==> config.mk <==
export PLATFORM = sky130hd
export DESIGN_NAME = queue_enq_master_flat
export DESIGN_NICKNAME = d
export VERILOG_FILES = /design/src/rtl/queue_enq_master_pkg.sv /design/src/rtl/queue_enq_master_if.sv /design/src/rtl/queue_enq_skid.sv /design/src/rtl/queue_enq_master.sv /design/src/flat_wrapper.sv
export SDC_FILE = /design/constraint.sdc
export NUM_CORES = 1
export LEC_CHECK = 0
export ABC_AREA = 1
export CORE_ASPECT_RATIO = 1.2
export CORE_MARGIN = 1
export CORE_UTILIZATION = 34
export DETAILED_ROUTE_END_ITERATION = 6
export SKIP_LAST_GASP = 1
export SLEW_MARGIN = 10
export SYNTH_ARGS = -nofsm -noshare
export SYNTH_HDL_FRONTEND = slang
export SYNTH_HIERARCHICAL = 1
export SYNTH_SLANG_ARGS = --single-unit
==> constraint.sdc <==
create_clock -name clk_i -period 4.21 [get_ports clk_i]
set_input_delay 0.842 -clock clk_i [delete_from_list [all_inputs] [get_ports clk_i]]
set_output_delay 0.842 -clock clk_i [all_outputs]
set_load 0.02 [all_outputs]
==> src/rtl/queue_enq_master_pkg.sv <==
// Shared types and constants for the valid/ack queue write-side initiator.
package mfqs_queue_pkg;

  typedef enum logic {
    ST_EMPTY   = 1'b0,
    ST_PRESENT = 1'b1
  } enq_state_e;

  localparam int unsigned STATS_W = 32;

  // Watchdog counter must be able to reach TIMEOUT itself so it can saturate there.
  function automatic int unsigned wdog_width(input int unsigned timeout);
    return $clog2(timeout + 1);
  endfunction

endpackage

==> src/rtl/queue_enq_master_if.sv <==
// Upstream valid/ready stream plus downstream valid/ack queue handshake.
interface queue_enq_master_if #(
  parameter int unsigned WIDTH = 1
);

  logic [WIDTH-1:0] s_data_i;
  logic             s_valid_i;
  logic             s_ready_o;
  logic [WIDTH-1:0] q_data_o;
  logic             q_valid_o;
  logic             q_ack_i;
  logic             q_ready_i;

  modport master (
    input  s_data_i, s_valid_i, q_ack_i, q_ready_i,
    output s_ready_o, q_data_o, q_valid_o
  );

  modport slave (
    output s_data_i, s_valid_i, q_ack_i, q_ready_i,
    input  s_ready_o, q_data_o, q_valid_o
  );

endinterface

==> src/rtl/queue_enq_skid.sv <==
// Two-entry CUR/SPARE word store; CUR validity is tracked by the owner's FSM.
module queue_enq_skid #(
  parameter int unsigned WIDTH = 1
) (
  input  logic             clk_i,
  input  logic             rst_ni,
  input  logic [WIDTH-1:0] data_i,
  input  logic             cur_load_i,
  input  logic             advance_i,
  input  logic             spare_load_i,
  output logic [WIDTH-1:0] cur_data_o,
  output logic             spare_valid_o,
  output logic             spare_valid_nxt_o
);

  logic [WIDTH-1:0] cur_data_q, cur_data_d;
  logic [WIDTH-1:0] spare_data_q, spare_data_d;
  logic             spare_valid_q, spare_valid_d;

  always_comb begin
    cur_data_d    = cur_data_q;
    spare_data_d  = spare_data_q;
    spare_valid_d = spare_valid_q;
    if (advance_i) begin
      cur_data_d = spare_data_q;
    end else if (cur_load_i) begin
      cur_data_d = data_i;
    end
    // SPARE may be released and refilled by the same advance cycle.
    if (spare_load_i) begin
      spare_data_d  = data_i;
      spare_valid_d = 1'b1;
    end else if (advance_i) begin
      spare_valid_d = 1'b0;
    end
  end

  always_ff @(posedge clk_i or negedge rst_ni) begin
    if (!rst_ni) begin
      cur_data_q    <= '0;
      spare_data_q  <= '0;
      spare_valid_q <= 1'b0;
    end else begin
      cur_data_q    <= cur_data_d;
      spare_data_q  <= spare_data_d;
      spare_valid_q <= spare_valid_d;
    end
  end

  assign cur_data_o        = cur_data_q;
  assign spare_valid_o     = spare_valid_q;
  assign spare_valid_nxt_o = spare_valid_d;

endmodule

==> src/rtl/queue_enq_master.sv <==
// Valid/ready to valid/ack bridge for a slow queue with skid buffer and ack watchdog.
// Optional QUEUE_ENQ_STATS_EN adds push/stall counters.
module queue_enq_master
  import mfqs_queue_pkg::*;
#(
  parameter int unsigned WIDTH   = 1,
  parameter int unsigned TIMEOUT = 256
) (
  input  logic                  clk_i,
  input  logic                  rst_ni,
  queue_enq_master_if.master    bus,
  input  logic                  clr_err_i,
  output logic                  proto_err_o
`ifdef QUEUE_ENQ_STATS_EN
  ,
  output logic [STATS_W-1:0]    push_cnt_o,
  output logic [STATS_W-1:0]    stall_cnt_o
`endif
);

  localparam int unsigned     WD_W    = wdog_width(TIMEOUT);
  localparam logic [WD_W-1:0] WD_LAST = WD_W'(TIMEOUT - 1);
  localparam logic [WD_W-1:0] WD_MAX  = WD_W'(TIMEOUT);

  enq_state_e      state_q, state_d;
  logic            s_ready_q, s_ready_d;
  logic            err_q, err_d;
  logic [WD_W-1:0] wd_cnt_q, wd_cnt_d;

  logic             xfer;
  logic             q_valid;
  logic             cur_load, advance, spare_load;
  logic             spare_valid, spare_valid_nxt;
  logic [WIDTH-1:0] cur_data;
  logic             wd_hit, spurious;

  assign xfer    = bus.s_valid_i && s_ready_q;
  assign q_valid = (state_q == ST_PRESENT);

  queue_enq_skid #(
    .WIDTH(WIDTH)
  ) u_skid (
    .clk_i             (clk_i),
    .rst_ni            (rst_ni),
    .data_i            (bus.s_data_i),
    .cur_load_i        (cur_load),
    .advance_i         (advance),
    .spare_load_i      (spare_load),
    .cur_data_o        (cur_data),
    .spare_valid_o     (spare_valid),
    .spare_valid_nxt_o (spare_valid_nxt)
  );

  always_comb begin
    state_d    = state_q;
    cur_load   = 1'b0;
    advance    = 1'b0;
    spare_load = 1'b0;
    case (state_q)
      ST_EMPTY: begin
        if (xfer) begin
          cur_load = 1'b1;
          state_d  = ST_PRESENT;
        end
      end
      ST_PRESENT: begin
        if (!bus.q_ack_i) begin
          spare_load = xfer;
        end else if (spare_valid) begin
          advance    = 1'b1;
          spare_load = xfer;
        end else if (xfer) begin
          cur_load = 1'b1;
        end else begin
          state_d = ST_EMPTY;
        end
      end
      default: state_d = ST_EMPTY;
    endcase
    s_ready_d = !spare_valid_nxt;
  end

  // Queue-full backpressure freezes the count instead of clearing it.
  always_comb begin
    wd_cnt_d = wd_cnt_q;
    wd_hit   = 1'b0;
    if (!q_valid || bus.q_ack_i) begin
      wd_cnt_d = '0;
    end else if (bus.q_ready_i) begin
      wd_hit = (wd_cnt_q == WD_LAST);
      if (wd_cnt_q != WD_MAX) begin
        wd_cnt_d = wd_cnt_q + WD_W'(1);
      end
    end
    spurious = bus.q_ack_i && !q_valid;
    err_d    = err_q;
    if (clr_err_i) begin
      err_d = 1'b0;
    end
    if (wd_hit || spurious) begin
      err_d = 1'b1;
    end
  end

  always_ff @(posedge clk_i or negedge rst_ni) begin
    if (!rst_ni) begin
      state_q   <= ST_EMPTY;
      s_ready_q <= 1'b0;
      err_q     <= 1'b0;
      wd_cnt_q  <= '0;
    end else begin
      state_q   <= state_d;
      s_ready_q <= s_ready_d;
      err_q     <= err_d;
      wd_cnt_q  <= wd_cnt_d;
    end
  end

  assign bus.q_valid_o = q_valid;
  assign bus.q_data_o  = cur_data;
  assign bus.s_ready_o = s_ready_q;
  assign proto_err_o   = err_q;

`ifdef QUEUE_ENQ_STATS_EN
  logic [STATS_W-1:0] push_cnt_q, push_cnt_d;
  logic [STATS_W-1:0] stall_cnt_q, stall_cnt_d;

  always_comb begin
    push_cnt_d  = push_cnt_q;
    stall_cnt_d = stall_cnt_q;
    if (clr_err_i) begin
      push_cnt_d  = '0;
      stall_cnt_d = '0;
    end else begin
      if (q_valid && bus.q_ack_i) begin
        push_cnt_d = push_cnt_q + STATS_W'(1);
      end
      if (q_valid && !bus.q_ack_i) begin
        stall_cnt_d = stall_cnt_q + STATS_W'(1);
      end
    end
  end

  always_ff @(posedge clk_i or negedge rst_ni) begin
    if (!rst_ni) begin
      push_cnt_q  <= '0;
      stall_cnt_q <= '0;
    end else begin
      push_cnt_q  <= push_cnt_d;
      stall_cnt_q <= stall_cnt_d;
    end
  end

  assign push_cnt_o  = push_cnt_q;
  assign stall_cnt_o = stall_cnt_q;
`endif

endmodule

==> src/flat_wrapper.sv <==
// flat-port wrapper written by rule: the top's interface ports become plain ports
module queue_enq_master_flat import mfqs_queue_pkg::*;
#(
  parameter int unsigned WIDTH   = 1,
  parameter int unsigned TIMEOUT = 256
)
  (clk_i, rst_ni, clr_err_i, proto_err_o, bus_s_data_i, bus_s_valid_i, bus_q_ack_i, bus_q_ready_i, bus_s_ready_o, bus_q_data_o, bus_q_valid_o);
  queue_enq_master_if #(.WIDTH(WIDTH)) bus_i ();
  input  logic clk_i;
  input  logic rst_ni;
  input  logic clr_err_i;
  output logic proto_err_o;
  input wire logic [$bits(bus_i.s_data_i)-1:0] bus_s_data_i;
  input wire logic [$bits(bus_i.s_valid_i)-1:0] bus_s_valid_i;
  input wire logic [$bits(bus_i.q_ack_i)-1:0] bus_q_ack_i;
  input wire logic [$bits(bus_i.q_ready_i)-1:0] bus_q_ready_i;
  output wire logic [$bits(bus_i.s_ready_o)-1:0] bus_s_ready_o;
  output wire logic [$bits(bus_i.q_data_o)-1:0] bus_q_data_o;
  output wire logic [$bits(bus_i.q_valid_o)-1:0] bus_q_valid_o;
  assign bus_i.s_data_i = bus_s_data_i;
  assign bus_i.s_valid_i = bus_s_valid_i;
  assign bus_i.q_ack_i = bus_q_ack_i;
  assign bus_i.q_ready_i = bus_q_ready_i;
  assign bus_s_ready_o = bus_i.s_ready_o;
  assign bus_q_data_o = bus_i.q_data_o;
  assign bus_q_valid_o = bus_i.q_valid_o;
  queue_enq_master #(.WIDTH(WIDTH), .TIMEOUT(TIMEOUT)) u_core (.clk_i(clk_i), .rst_ni(rst_ni), .bus(bus_i), .clr_err_i(clr_err_i), .proto_err_o(proto_err_o));
endmodule
==> summary by stage <==
Route
The number of search-and-repair iterations in the first detailed-routing pass is 4. In the final routed layout, each cell accounts on average for 10.0 µm. The via density per instance is 4.57.

Across all layers, the routed design uses just under 800 vias. The sum of routed wire length over all layers is 1690 µm. In this run the remaining antenna-violating nets after routing total 0. The detailed router finished its first iteration with 13 violations. In the routed design, unresolved DRC markers number 0.

Flow run
The tool flagged a number of max-cap violations equal to 0.

Placed design
Routability-driven placement finished with a final weighted congestion of 0.769. Detailed placement ended at an HPWL of 1340 µm. In this run the tool buffered the top-level ports with 10 buffer cells. The placed cell count is 165.

The total placed instance area is 1020 µm².

Timing
In this run the tightest slew margin relative to its limit is 0.536. The actual slew at the worst max-slew pin is 0.694 ns. Setup repair after global routing left no endpoint under its margin. After layout, the minimum clock period comes to ~2.2 ns.

The worst hold slack is 0.503 ns. Static timing analysis puts the maximum clock frequency at 0.461 GHz. The final-report setup violation count is 0. The count of pins over their slew limit is 0. Setup total negative slack on the finished layout was measured at 0 ns. The fraction of the cycle the final worst path needs is 0.516. For the final database, setup skew stands at between 0.01 and 0.015 ns. The hold violation count in the final report came to 0.

Critical path
The maximum cell stage delay along the critical path is 0.63 ns. Traced cell by cell, the critical path runs through clkdlybuf4s50_1. The arrival time of the worst setup path is around 1.3 ns.

On the critical path the largest part of the delay comes from buffers and inverters. The critical-path maximum fanout is 5. The worst setup path is of the flop to output pin kind. The nature of the critical path endpoint is an output pin. Together, buffers and inverters on the worst path number 1.

Among all stages on the critical path, the largest delay is contributed by clkdlybuf4s50_1. The required time of the critical path is approximately 3.4 ns. The kind of start point of the critical path is a flop.

Pwr
For this design the static power due to leakage is 0.552 nW. The power density over cell area is 417 nW/µm². Across the VDD grid, the largest voltage drop is 0.288 mV.

Logic synthesis
The net count after synthesis is 134. Sorting the synthesized cells by how often they occur yields nand2_1 (43), inv_1 (22), nor2_1 (16). The post-synthesis average cell area is 7.07 µm². The share of synthesized area in the top cell type comes to 0.428. The number of enable-type register cells in the synthesized netlist is 0.

The flip-flop and latch count after synthesis is 15. The dominant synthesized flop cell is dfrtp_1. The number of unique standard cell types used by synthesis is 19.

The cell count after synthesis came out at ~120. Among all cell types in the netlist, the one instantiated most often is nand2_1. The share of the Yosys chip area taken by registers is 0.428. The count of warnings emitted by yosys is 6. For this run, asynchronously set or reset flops after synthesis account for 1.00. In the post-synthesis netlist, the biggest area contributors are dfrtp_1 (43%), nand2_1 (18%), inv_1 (9.4%). The cell area that synthesis handed to floorplanning was 877 µm². The biggest area contributor in the post-synthesis netlist is dfrtp_1.

Floorplan
The die is 57.6 µm tall. The floorplan step defined a core boundary enclosing 2350 µm². The die is 48.4 µm wide. The floorplan step defined a die boundary enclosing 2790 µm². For this configuration, the core starts out at a cell density of 0.373.

The floorplan has 19 rows. 11 I/O pins were placed.

Clocking
For this design, the CTS-stage hold fixing added 0 buffers. The CTS tree is yes. The longest clock path from root to sink contains 2 buffers. The post-CTS setup repair buffer count is 0. After clock tree synthesis, the repair step resized 0 gates. The insertion delay to the later sink of the worst-skew pair is 0.28 ns. The clock transition at the register clock pins on the worst setup and hold paths after CTS is 0.10 ns.

In this run the number of H-tree levels came out at 1. The buffer type at the clock tree root is clkbuf_4. The total clock sinks is 15. The CTS buffer count is 3.

Global routing
The global-route usage over all layers is 0.130. Entering global routing, the biggest net connects 16 pins. The wire length of the first global-routing pass is about 2800 µm. The aggregate global routing overflow is 0. The number of global-route vias before repair was 683. The initial antenna violation count is 0.

Layout
Of the cells placed in the final design, the portion with a size suffix greater than 1 is 0.0870. At the end of the flow the core is filled with cells to 0.443. The non-filler instance count after layout is 169.

Once layout is done, the placed cells without fillers occupy 1040 µm². For this run, the post-layout net count is between 100 and 150. The area growth from synthesis to layout is 18.8%. The number of antenna diodes is 0.

Worst hold path
The worst min-delay path category is flop to flop.

Run status
The flow ran to the end, and the final reports show no timing, DRC or antenna violations.
## cell families (layout without fill, tap and decap cells)
group	count (synthesis)	count (layout)	share of synthesized area
compound gates	7	7	0.0471
xor+xnor	1	1	0.00999
fa+ha+maj	3	3	0.0428
buf+inv	24	38	0.103
flops	15	15	0.428
simple gates	74	74	0.369
## flip-flops by register name (all words and copies together), names as in the netlist
name	cells
u_core/bus.q_valid_o	1
u_core/bus.s_ready_o	1
u_core/proto_err_o	1
u_core/u_skid/cur_data_o	1
u_core/u_skid/spare_data_q	1
u_core/u_skid/spare_valid_o	1
u_core/wd_cnt_q	9
## cell type report
class | instances | area, µm²
flip-flops and latches | 15 | 375
repair buffers | 10 | 100
fillers | 241 | 1310
multi-input cells | 85 | 412
inverters | 24 | 90.1
clock buffers | 4 | 26.3
well taps | 31 | 38.8
## path summary, 6_finish.rpt
check	end	from	slack, ns	cells after the start
max	bus_q_valid_o	u_core/bus.q_valid_o$_DFF_PN0_	2.04	1
min	u_core/u_skid/cur_data_o$_DFFE_PN0P_	u_core/u_skid/spare_data_q$_DFFE_PN0P_	0.50	2
max reg2reg	u_core/proto_err_o$_DFFE_PN0P_	u_core/wd_cnt_q[0]$_DFFE_PN0P_	2.73	8
min reg2reg	u_core/u_skid/cur_data_o$_DFFE_PN0P_	u_core/u_skid/spare_data_q$_DFFE_PN0P_	0.50	2
max in group asynchronous	u_core/bus.s_ready_o$_DFF_PN0_	rst_ni	2.79	1
min in group asynchronous	u_core/wd_cnt_q[4]$_DFFE_PN0P_	rst_ni	0.97	1
## routing by layer
metal  vias up  part of all wire  track usage
li1        397                 -            -
met1       365              0.47        0.163
met2         8              0.50        0.225
met3         2             0.027       0.0157
met4         0            0.0047       0.0630
met5         -                 0            0
## power breakdown
group          switching [mW]  internal [mW]
registers              0.0230          0.175
clock network          0.0458         0.0367
logic                  0.0883         0.0658
## stage by stage
step	setup slack [ns]	power [mW]
final	2.04	0.435
after global routing	1.98	0.463
after CTS	2.02	0.441
after detailed placement	2.04	0.357
after global placement	2.12	0.353
after floorplan	2.66	0.291
## placed cells by master (no fill, tap or decap), types with 2 or more instances in the layout
master	synthesis	final
clkbuf_4	0	3
nand2_1	43	43
clkdlybuf4s50_1	0	10
nor2_2	2	2
inv_2	2	2
nand2_2	2	2
nand3_1	7	7
inv_1	22	22
ha_1	3	3
dfrtp_1	15	15
nor2_1	16	16
o21ai_0	3	3
Note: power is estimated with default switching activity, not from simulation.
